File: src/rtl/axis_frame_packer.sv
// Frame-length-bounded AXI-Stream packer: accepts up to frameLen words (or until TLAST)
// through a two-entry skid buffer and reports completion, early end and abort.
module axis_frame_packer #(
    parameter int DATA_WIDTH      = 32,
    parameter int LEN_WIDTH       = 10,
    parameter int STATE_BIT_WIDTH = 4
) (
    input  logic                       clk,
    input  logic                       reset,
    input  logic [DATA_WIDTH-1:0]      S_AXI_TDATA,
    input  logic [DATA_WIDTH/8-1:0]    S_AXI_TKEEP,
    input  logic                       S_AXI_TVALID,
    input  logic                       S_AXI_TLAST,
    output logic                       S_AXI_TREADY,
    output logic [DATA_WIDTH-1:0]      M_AXI_TDATA,
    output logic [DATA_WIDTH/8-1:0]    M_AXI_TKEEP,
    output logic                       M_AXI_TVALID,
    output logic                       M_AXI_TLAST,
    input  logic                       M_AXI_TREADY,
    input  logic [LEN_WIDTH-1:0]       frameLen,
    input  logic                       frameStart,
    input  logic                       frameAbort,
    output logic                       busy,
    output logic                       finFrame,
    output logic                       earlyLast,
    output logic [STATE_BIT_WIDTH-1:0] dbg_state,
    output logic [LEN_WIDTH-1:0]       dbg_word_cnt
);
    localparam int KW = DATA_WIDTH / 8;

    typedef enum logic [STATE_BIT_WIDTH-1:0] {
        IDLE  = STATE_BIT_WIDTH'(0),
        RUN   = STATE_BIT_WIDTH'(1),
        DRAIN = STATE_BIT_WIDTH'(2)
    } state_t;

    state_t                state;
    logic [LEN_WIDTH-1:0]  len_q;
    logic [LEN_WIDTH-1:0]  word_cnt;
    logic [LEN_WIDTH-1:0]  len_m1;
    logic [DATA_WIDTH-1:0] skid_data;
    logic [KW-1:0]         skid_keep;
    logic                  skid_last;
    logic                  skid_valid;
    logic                  accept;
    logic                  out_free;
    logic                  in_last;
    logic                  skid_next_valid;

    assign len_m1          = len_q - LEN_WIDTH'(1);
    assign accept          = S_AXI_TVALID && S_AXI_TREADY;
    assign out_free        = !M_AXI_TVALID || M_AXI_TREADY;
    assign in_last         = S_AXI_TLAST || (word_cnt == len_m1);
    // Ready is only ever high with the skid slot empty, so a held-off accept always fits there.
    assign skid_next_valid = (skid_valid || accept) && !out_free;
    assign busy            = (state != IDLE);
    assign dbg_state       = state;
    assign dbg_word_cnt    = word_cnt;

    always_ff @(posedge clk) begin
        if (reset) begin
            state        <= IDLE;
            len_q        <= '0;
            word_cnt     <= '0;
            S_AXI_TREADY <= 1'b0;
            M_AXI_TDATA  <= '0;
            M_AXI_TKEEP  <= '0;
            M_AXI_TVALID <= 1'b0;
            M_AXI_TLAST  <= 1'b0;
            skid_data    <= '0;
            skid_keep    <= '0;
            skid_last    <= 1'b0;
            skid_valid   <= 1'b0;
            finFrame     <= 1'b0;
            earlyLast    <= 1'b0;
        end else begin
            finFrame <= 1'b0;
            case (state)
                IDLE: begin
                    S_AXI_TREADY <= 1'b0;
                    if (frameStart && !frameAbort && frameLen != '0) begin
                        len_q        <= frameLen;
                        word_cnt     <= '0;
                        earlyLast    <= 1'b0;
                        S_AXI_TREADY <= 1'b1;
                        state        <= RUN;
                    end
                end
                RUN, DRAIN: begin
                    if (frameAbort) begin
                        state        <= IDLE;
                        S_AXI_TREADY <= 1'b0;
                        M_AXI_TVALID <= 1'b0;
                        M_AXI_TLAST  <= 1'b0;
                        skid_valid   <= 1'b0;
                    end else begin
                        if (out_free) begin
                            if (skid_valid) begin
                                M_AXI_TDATA  <= skid_data;
                                M_AXI_TKEEP  <= skid_keep;
                                M_AXI_TLAST  <= skid_last;
                                M_AXI_TVALID <= 1'b1;
                            end else if (accept) begin
                                M_AXI_TDATA  <= S_AXI_TDATA;
                                M_AXI_TKEEP  <= S_AXI_TKEEP;
                                M_AXI_TLAST  <= in_last;
                                M_AXI_TVALID <= 1'b1;
                            end else begin
                                M_AXI_TVALID <= 1'b0;
                                M_AXI_TLAST  <= 1'b0;
                            end
                        end
                        if (accept && !out_free) begin
                            skid_data <= S_AXI_TDATA;
                            skid_keep <= S_AXI_TKEEP;
                            skid_last <= in_last;
                        end
                        skid_valid   <= skid_next_valid;
                        S_AXI_TREADY <= (state == RUN) && !(accept && in_last) && !skid_next_valid;
                        if (accept) begin
                            word_cnt <= word_cnt + LEN_WIDTH'(1);
                            if (in_last) begin
                                state <= DRAIN;
                                if (S_AXI_TLAST && word_cnt < len_m1)
                                    earlyLast <= 1'b1;
                            end
                        end
                        if (state == DRAIN && M_AXI_TVALID && M_AXI_TREADY && M_AXI_TLAST) begin
                            state    <= IDLE;
                            finFrame <= 1'b1;
                        end
                    end
                end
                default: begin
                    state        <= IDLE;
                    S_AXI_TREADY <= 1'b0;
                    M_AXI_TVALID <= 1'b0;
                    M_AXI_TLAST  <= 1'b0;
                    skid_valid   <= 1'b0;
                end
            endcase
        end
    end
endmodule

File: config.mk
export PLATFORM = sky130hd
export DESIGN_NAME = axis_frame_packer
export DESIGN_NICKNAME = d
export VERILOG_FILES = /design/src/rtl/axis_frame_packer.sv
export SDC_FILE = /design/constraint.sdc
export NUM_CORES = 1
export LEC_CHECK = 0
export ABC_AREA = 1
export ABC_CLOCK_PERIOD_IN_PS = 3100
export CAP_MARGIN = 20
export CORE_MARGIN = 2
export CORE_UTILIZATION = 36
export CTS_BUF_LIST = sky130_fd_sc_hd__clkbuf_16
export CTS_CLUSTER_DIAMETER = 60
export DETAILED_ROUTE_END_ITERATION = 6
export HOLD_SLACK_MARGIN = 0.05
export SLEW_MARGIN = 40
export SYNTH_ARGS = -nofsm -noshare
export SYNTH_HDL_FRONTEND = slang
export SYNTH_SLANG_ARGS = --single-unit
export TNS_END_PERCENT = 10
File: constraint.sdc
create_clock -name clk -period 3.1 [get_ports clk]
set_input_delay 0.93 -clock clk [delete_from_list [all_inputs] [get_ports clk]]
set_output_delay 0.93 -clock clk [all_outputs]
set_load 0.005 [all_outputs]
==> results.toml, run 1 <==
[status]
status = "completed"

[detailed_routing]
wl_per_cell_um = 13.34
drcViolationCount = 0
routed_wirelength_um = 12940
via_count = 4621
routed.top_layer = "met4"
postRouteAntennaNets = 0
dr_wl_met3_um = 597
wl_met2_um = 6160
viasPerCell = 4.764
drt_iter0_drc = 300
first_pass_iters = 4
drt-met1-wl_um = 5996

[sta]
setup_tns_ns = 0
slew_headroom_pct = 63.48
setup_slack_ns = 0.3295
worst_slew_pin_slew_ns = 0.5470
hold_ws_ns = 0.4439
hold_violations = 0
fmax_ghz = 0.3609
finalClockSkew_ns = 0.003867
rsz0062_at_grt = "false"
slew_violations = 0
period_minus_slack_ns = 2.771
finalCritPeriodShare_pct = 89.37
setup_violations = 0

[min_path]
hp-class = "reg -> reg"
holdCritStartpoint = "M_AXI_TDATA[2]"

[setup_path]
path_buf_inv = 3
path_class = "reg -> out"
reg2reg_from = "len_q[2]"
crit_start = "dbg_state[0]"
critPathLaunchType = "register"
critical-path-top-delay-family = "buffers and inverters"
critical_path_arrival_ns = 1.84
max_stage_delay_ns = 0.51
critical_path_required_ns = 2.17
setup.worst_path.end_class = "output port"
cp_max_fo = 5
crit_slowest_cell = "clkdlybuf4s50_1"
crit_chain = "inv_1, ha_1, inv_2, clkdlybuf4s50_1"

[pwr]
p_leak_nw = 2.539
internal_power_mw = 2.301
comb_power_share_pct = 19.1
power_mw = 3.173
p_seq_share_pct = 43.7
pwr-share-clk_pct = 37.2
p_switching_mw = 0.8719
peakVddDrop_mv = 0.2231
powerDensity_mw_per_mm2 = 499.1
sw_frac_of_total_pct = 27.48

[cts]
postCtsSetupBuffers = 0
clock_path_buffers = 2
clkTransAtPathRegs_ns = 0.06
h-tree-depth = 3
cts_tree = "yes"
post_cts_resized = 0
cts_sinks = 101
insertion_delay_ns = 0.34
cts-root-buf = "clkbuf_16"
postCtsHoldBufs = 0
cts_buffers = 9

[placed_design]
placed_area_mm2 = 0.006050
place_ws_ns = 0.3903
gp_congestion = 0.8159
place_hpwl_um = 8870
portBuffers = 106
placed_cells = 954

[die]
coreArea_mm2 = 0.01324
start_util_pct = 36.86
die_w_um = 120.4
dieArea_mm2 = 0.01451
fp.dieH_um = 120.4
placementRows = 42
io_pins = 109

[synth]
synthAdderAreaFrac_pct = 4.102
synth.area.mux_share_pct = 0
postSynth.asyncResetShare_pct = 0
synth_compound_area_share_pct = 17.64
ys_warn_count = 0
synth_cell_types = 35
synthCells = 699
ys.flop_type = "dfxtp_1"
synth_edf_count = 0
yosys.area_share.simple_pct = 23.92
synth_xor_area_share_pct = 1.974
ys_seq_area_share_pct = 41.43
syn_avg_cell_area_um2 = 6.983
synth_top_family_by_area = "simple AND/OR/NAND/NOR gates"
ys_seq_elements = 101
syn_area_mm2 = 0.004881

[finish]
final_nets = 858
final_cells = 970
area_growth_pct = 30.25
fin_util_pct = 48.01
post-route-cell-area_mm2 = 0.006357
antennaDiodeCount = 0
drive_above_1_share_pct = 4.786

[global_routing]
grtUsageTotal_pct = 17.87
grt_pass1_vias = 4325
grt_max_degree = 63
grt_pass1_wl_um = 20820
grt_overflow = 0
antenna_found_initial = 0

[run]
cap_violations = 0
cell usage after synthesis (2+ instances only):
cell type	number	share of area, %
nand2_1	145	11
nor2_1	114	8.8
dfxtp_1	101	41
inv_1	80	6.2
o21ai_0	68	7.0
a21oi_1	55	5.6
a211oi_1	20	3.1
ha_1	16	4.1
nand3_1	15	1.5
clkbuf_1	14	1.1
buf_2	11	1.1
o21ai_1	8	0.82
xor2_1	8	1.4
buf_6	5	1.2
inv_2	5	0.38
buf_4	4	0.62
nand4_1	4	0.51
nor3_1	3	0.31
xnor2_1	3	0.54
nand2_2	2	0.26
nor2_2	2	0.26
o21bai_1	2	0.31
or2_2	2	0.26
tightest hold or removal path, cell delays in order (launching register included):
cell and delay [ns]:
dfxtp_1 0.31, inv_1 0.05, a21oi_1 0.05
power groups by stage:
stage | logic (mW) | registers, mW | clock network, mW
after detailed placement | 0.605 | 1.41 | 0
after CTS | 0.610 | 1.38 | 1.22
after floorplan | 0.390 | 1.40 | 0
after global routing | 0.687 | 1.39 | 1.26
final | 0.607 | 1.39 | 1.18
after global placement | 0.591 | 1.41 | 0
final cells by class:
cell class / count / area [um2]
Multi-Input combinational cell: 476 / 2332
Clock buffer: 9 / 225.2
Timing Repair Buffer: 114 / 1146
Sequential cell: 101 / 2023
Fill cell: 1362 / 6885
Clock inverter: 7 / 82.58
Inverter: 87 / 327.8
Tap cell: 176 / 220.2
registers in the layout, summed over array words and instances, names as in the netlist, 2 cells and up:
name          count
len_q            10
M_AXI_TDATA      32
M_AXI_TKEEP       4
dbg_word_cnt     10
dbg_state         2
skid_data        32
skid_keep         4
cell families after synthesis:
logic type | Yosys count
DFF | 101
AOI/OAI and AO/OA | 156
xor gates and xnor gates | 11
buffers and inverters | 123
adders and majority gates | 16
and+or+nand+nor | 291
other | 1
cells in the final DEF (no fill, tap or decap), types with 15 or more instances in the layout:
cell type,count
nand2_1,145
nor2_1,114
clkdlybuf4s50_1,106
dfxtp_1,100
inv_1,81
o21ai_0,68
a21oi_1,55
a211oi_1,20
ha_1,16
nand3_1,15
final timing paths:
kind,to,depth (start not counted),slack (ns)
setup reg to reg,dbg_state[0],17,0.58
setup / recovery,busy,4,0.33
hold reg to reg,M_AXI_TDATA[2],2,0.44
hold / removal,M_AXI_TDATA[2],2,0.44
per-layer routing:
layer	track usage, %	vias to the layer above
met4	5.669	0
met1	22.62	2118
li1	-	2398
met3	3.491	13
met5	0	-
met2	30.58	92
Note: power is estimated with default switching activity, not from simulation.
==> run 2, diff against run 1 <==
Settings changed: CELL_PAD_IN_SITES_DETAIL_PLACEMENT set to 0, CELL_PAD_IN_SITES_GLOBAL_PLACEMENT set to 2, CORE_MARGIN 2 to 5, CORE_UTILIZATION 36 to 27, PLACE_DENSITY_LB_ADDON set to 0.1, SLEW_MARGIN 40 to 5.
==> results.toml, run 2 (synthesis results as in run 1) <==
[setup_path]
critical_path_arrival_ns = 1.77
crit_chain = "inv_1, ha_1, inv_2, clkdlybuf4s50_1"
critPathLaunchType = "register"
reg2reg_from = "len_q[2]"
setup.worst_path.end_class = "output port"
critical_path_cell_count = 4
max_stage_delay_ns = 0.52
cp_max_fo = 5
path_class = "reg -> out"
path_buf_inv = 3
crit_slowest_cell = "clkdlybuf4s50_1"
critical-path-top-delay-family = "buffers and inverters"
crit_start = "dbg_state[0]"
critical_path_required_ns = 2.17
rr_worst_depth = 17

[detailed_routing]
routed_wirelength_um = 14300
drcViolationCount = 0
wl_per_cell_um = 13.97
drt_iter0_drc = 138
postRouteAntennaNets = 0
first_pass_iters = 4
viasPerCell = 4.406
via_count = 4512

[global_routing]
grt_max_degree = 49
grt_pass1_vias = 4566
grt_pass1_wl_um = 23330
grt_overflow = 0
antenna_found_initial = 0
grtUsageTotal_pct = 14.14

[sta]
finalClockSkew_ns = 0.007162
rsz0062_at_grt = "false"
period_minus_slack_ns = 2.699
finalCritPeriodShare_pct = 87.05
setup_violations = 0
fmax_ghz = 0.3706
hold_violations = 0
worst_slew_pin_slew_ns = 0.5703
slew_headroom_pct = 61.92
setup_slack_ns = 0.4013
slew_violations = 0
setup_tns_ns = 0

[die]
fp.dieH_um = 144.5
placementRows = 49
dieArea_mm2 = 0.02087
coreArea_mm2 = 0.01790
io_pins = 109
die_w_um = 144.5
start_util_pct = 27.26

[cts]
h-tree-depth = 3
post_cts_resized = 0
postCtsSetupBuffers = 0
cts_buffers = 9
postCtsHoldBufs = 0
cts_sinks = 101
clock_path_buffers = 2
cts-root-buf = "clkbuf_16"
insertion_delay_ns = 0.35
cts_tree = "yes"
clkTransAtPathRegs_ns = 0.07

[finish]
layout_commonest_cell = "nand2_1"
fillers = 1925
antennaDiodeCount = 0
final_nets = 860
reg_top3 = "M_AXI_TDATA (32), skid_data (32)"
seqCellArea_mm2 = 0.002023
layout_common_cells = "nand2_1 (145), nor2_1 (114), clkdlybuf4s50_1 (106)"
drive_above_1_share_pct = 5.031
post-route-cell-area_mm2 = 0.006400
multi_input_area_mm2 = 0.002332
area_growth_pct = 31.12

[pwr]
powerDensity_mw_per_mm2 = 486.6
p_leak_nw = 2.523
peakVddDrop_mv = 0.2578

[placed_design]
gp_congestion = 0.7471
portBuffers = 106
place_ws_ns = 0.4773
place_hpwl_um = 9917
placed_area_mm2 = 0.006118

[run]
cap_violations = 0

[status]
status = "completed"

[min_path]
hp-class = "reg -> reg"
holdCritStartpoint = "M_AXI_TDATA[31]"
hold_path_depth = 2
[run 2: path summary, 6_finish.rpt]
| check | end | slack [ns] |
|---|---|---|
| min reg2reg | M_AXI_TDATA[31] | 0.44 |
| min | M_AXI_TDATA[31] | 0.44 |
| max reg2reg | dbg_state[0] | 0.60 |
| max | busy | 0.40 |
[run 2: final cells by class]
| cell class | count | share of cell area (%) |
|---|---|---|
| clock buffer | 9 | 3.519 |
| clock inverter | 6 | 0.8798 |
| inverter | 87 | 5.122 |
| multi-input combinational | 476 | 36.44 |
| sequential | 101 | 31.61 |
| tap | 229 | 4.477 |
| timing repair buffer | 116 | 17.95 |
[run 2: power breakdown]
| part | internal, mW | switching [mW] | total (mW) |
|---|---|---|---|
| sequential | 1.34 | 0.0488 | 1.39 |
| combinational | 0.269 | 0.351 | 0.620 |
| clock | 0.613 | 0.493 | 1.11 |
[run 2: routing by layer]
layer  routed length (um)  vias up  global-route usage, %  share of wire (%)
met4                  161        0                  4.271                1.1
met2                 6977       79                  23.85                 49
met5                    0        -                      0                  0
met1                 6482     2017                  17.78                 45
met3                  680       11                  3.638                4.8
li1                     -     2405                      -                  -
[run 2: stage by stage]
step | hold slack, ns | cells | total power [mW] | utilization, %
finish | 0.4426 | 1024 | 3.114 | 35.75
global route | 0.4759 | 1024 | 3.318 | 35.75
CTS | 0.4464 | 1024 | 3.180 | 35.75
detailed placement | 0.4352 | 1009 | 2.047 | 34.18
global placement | 0.4331 | 1009 | 2.048 | 34.18
floorplan | 0.4402 | 700 | 1.793 | -
[run 2: tightest hold or removal path: stages (launching register included)]
cell and delay (ns):
dfxtp_1 0.31, inv_1 0.05, a21oi_1 0.05
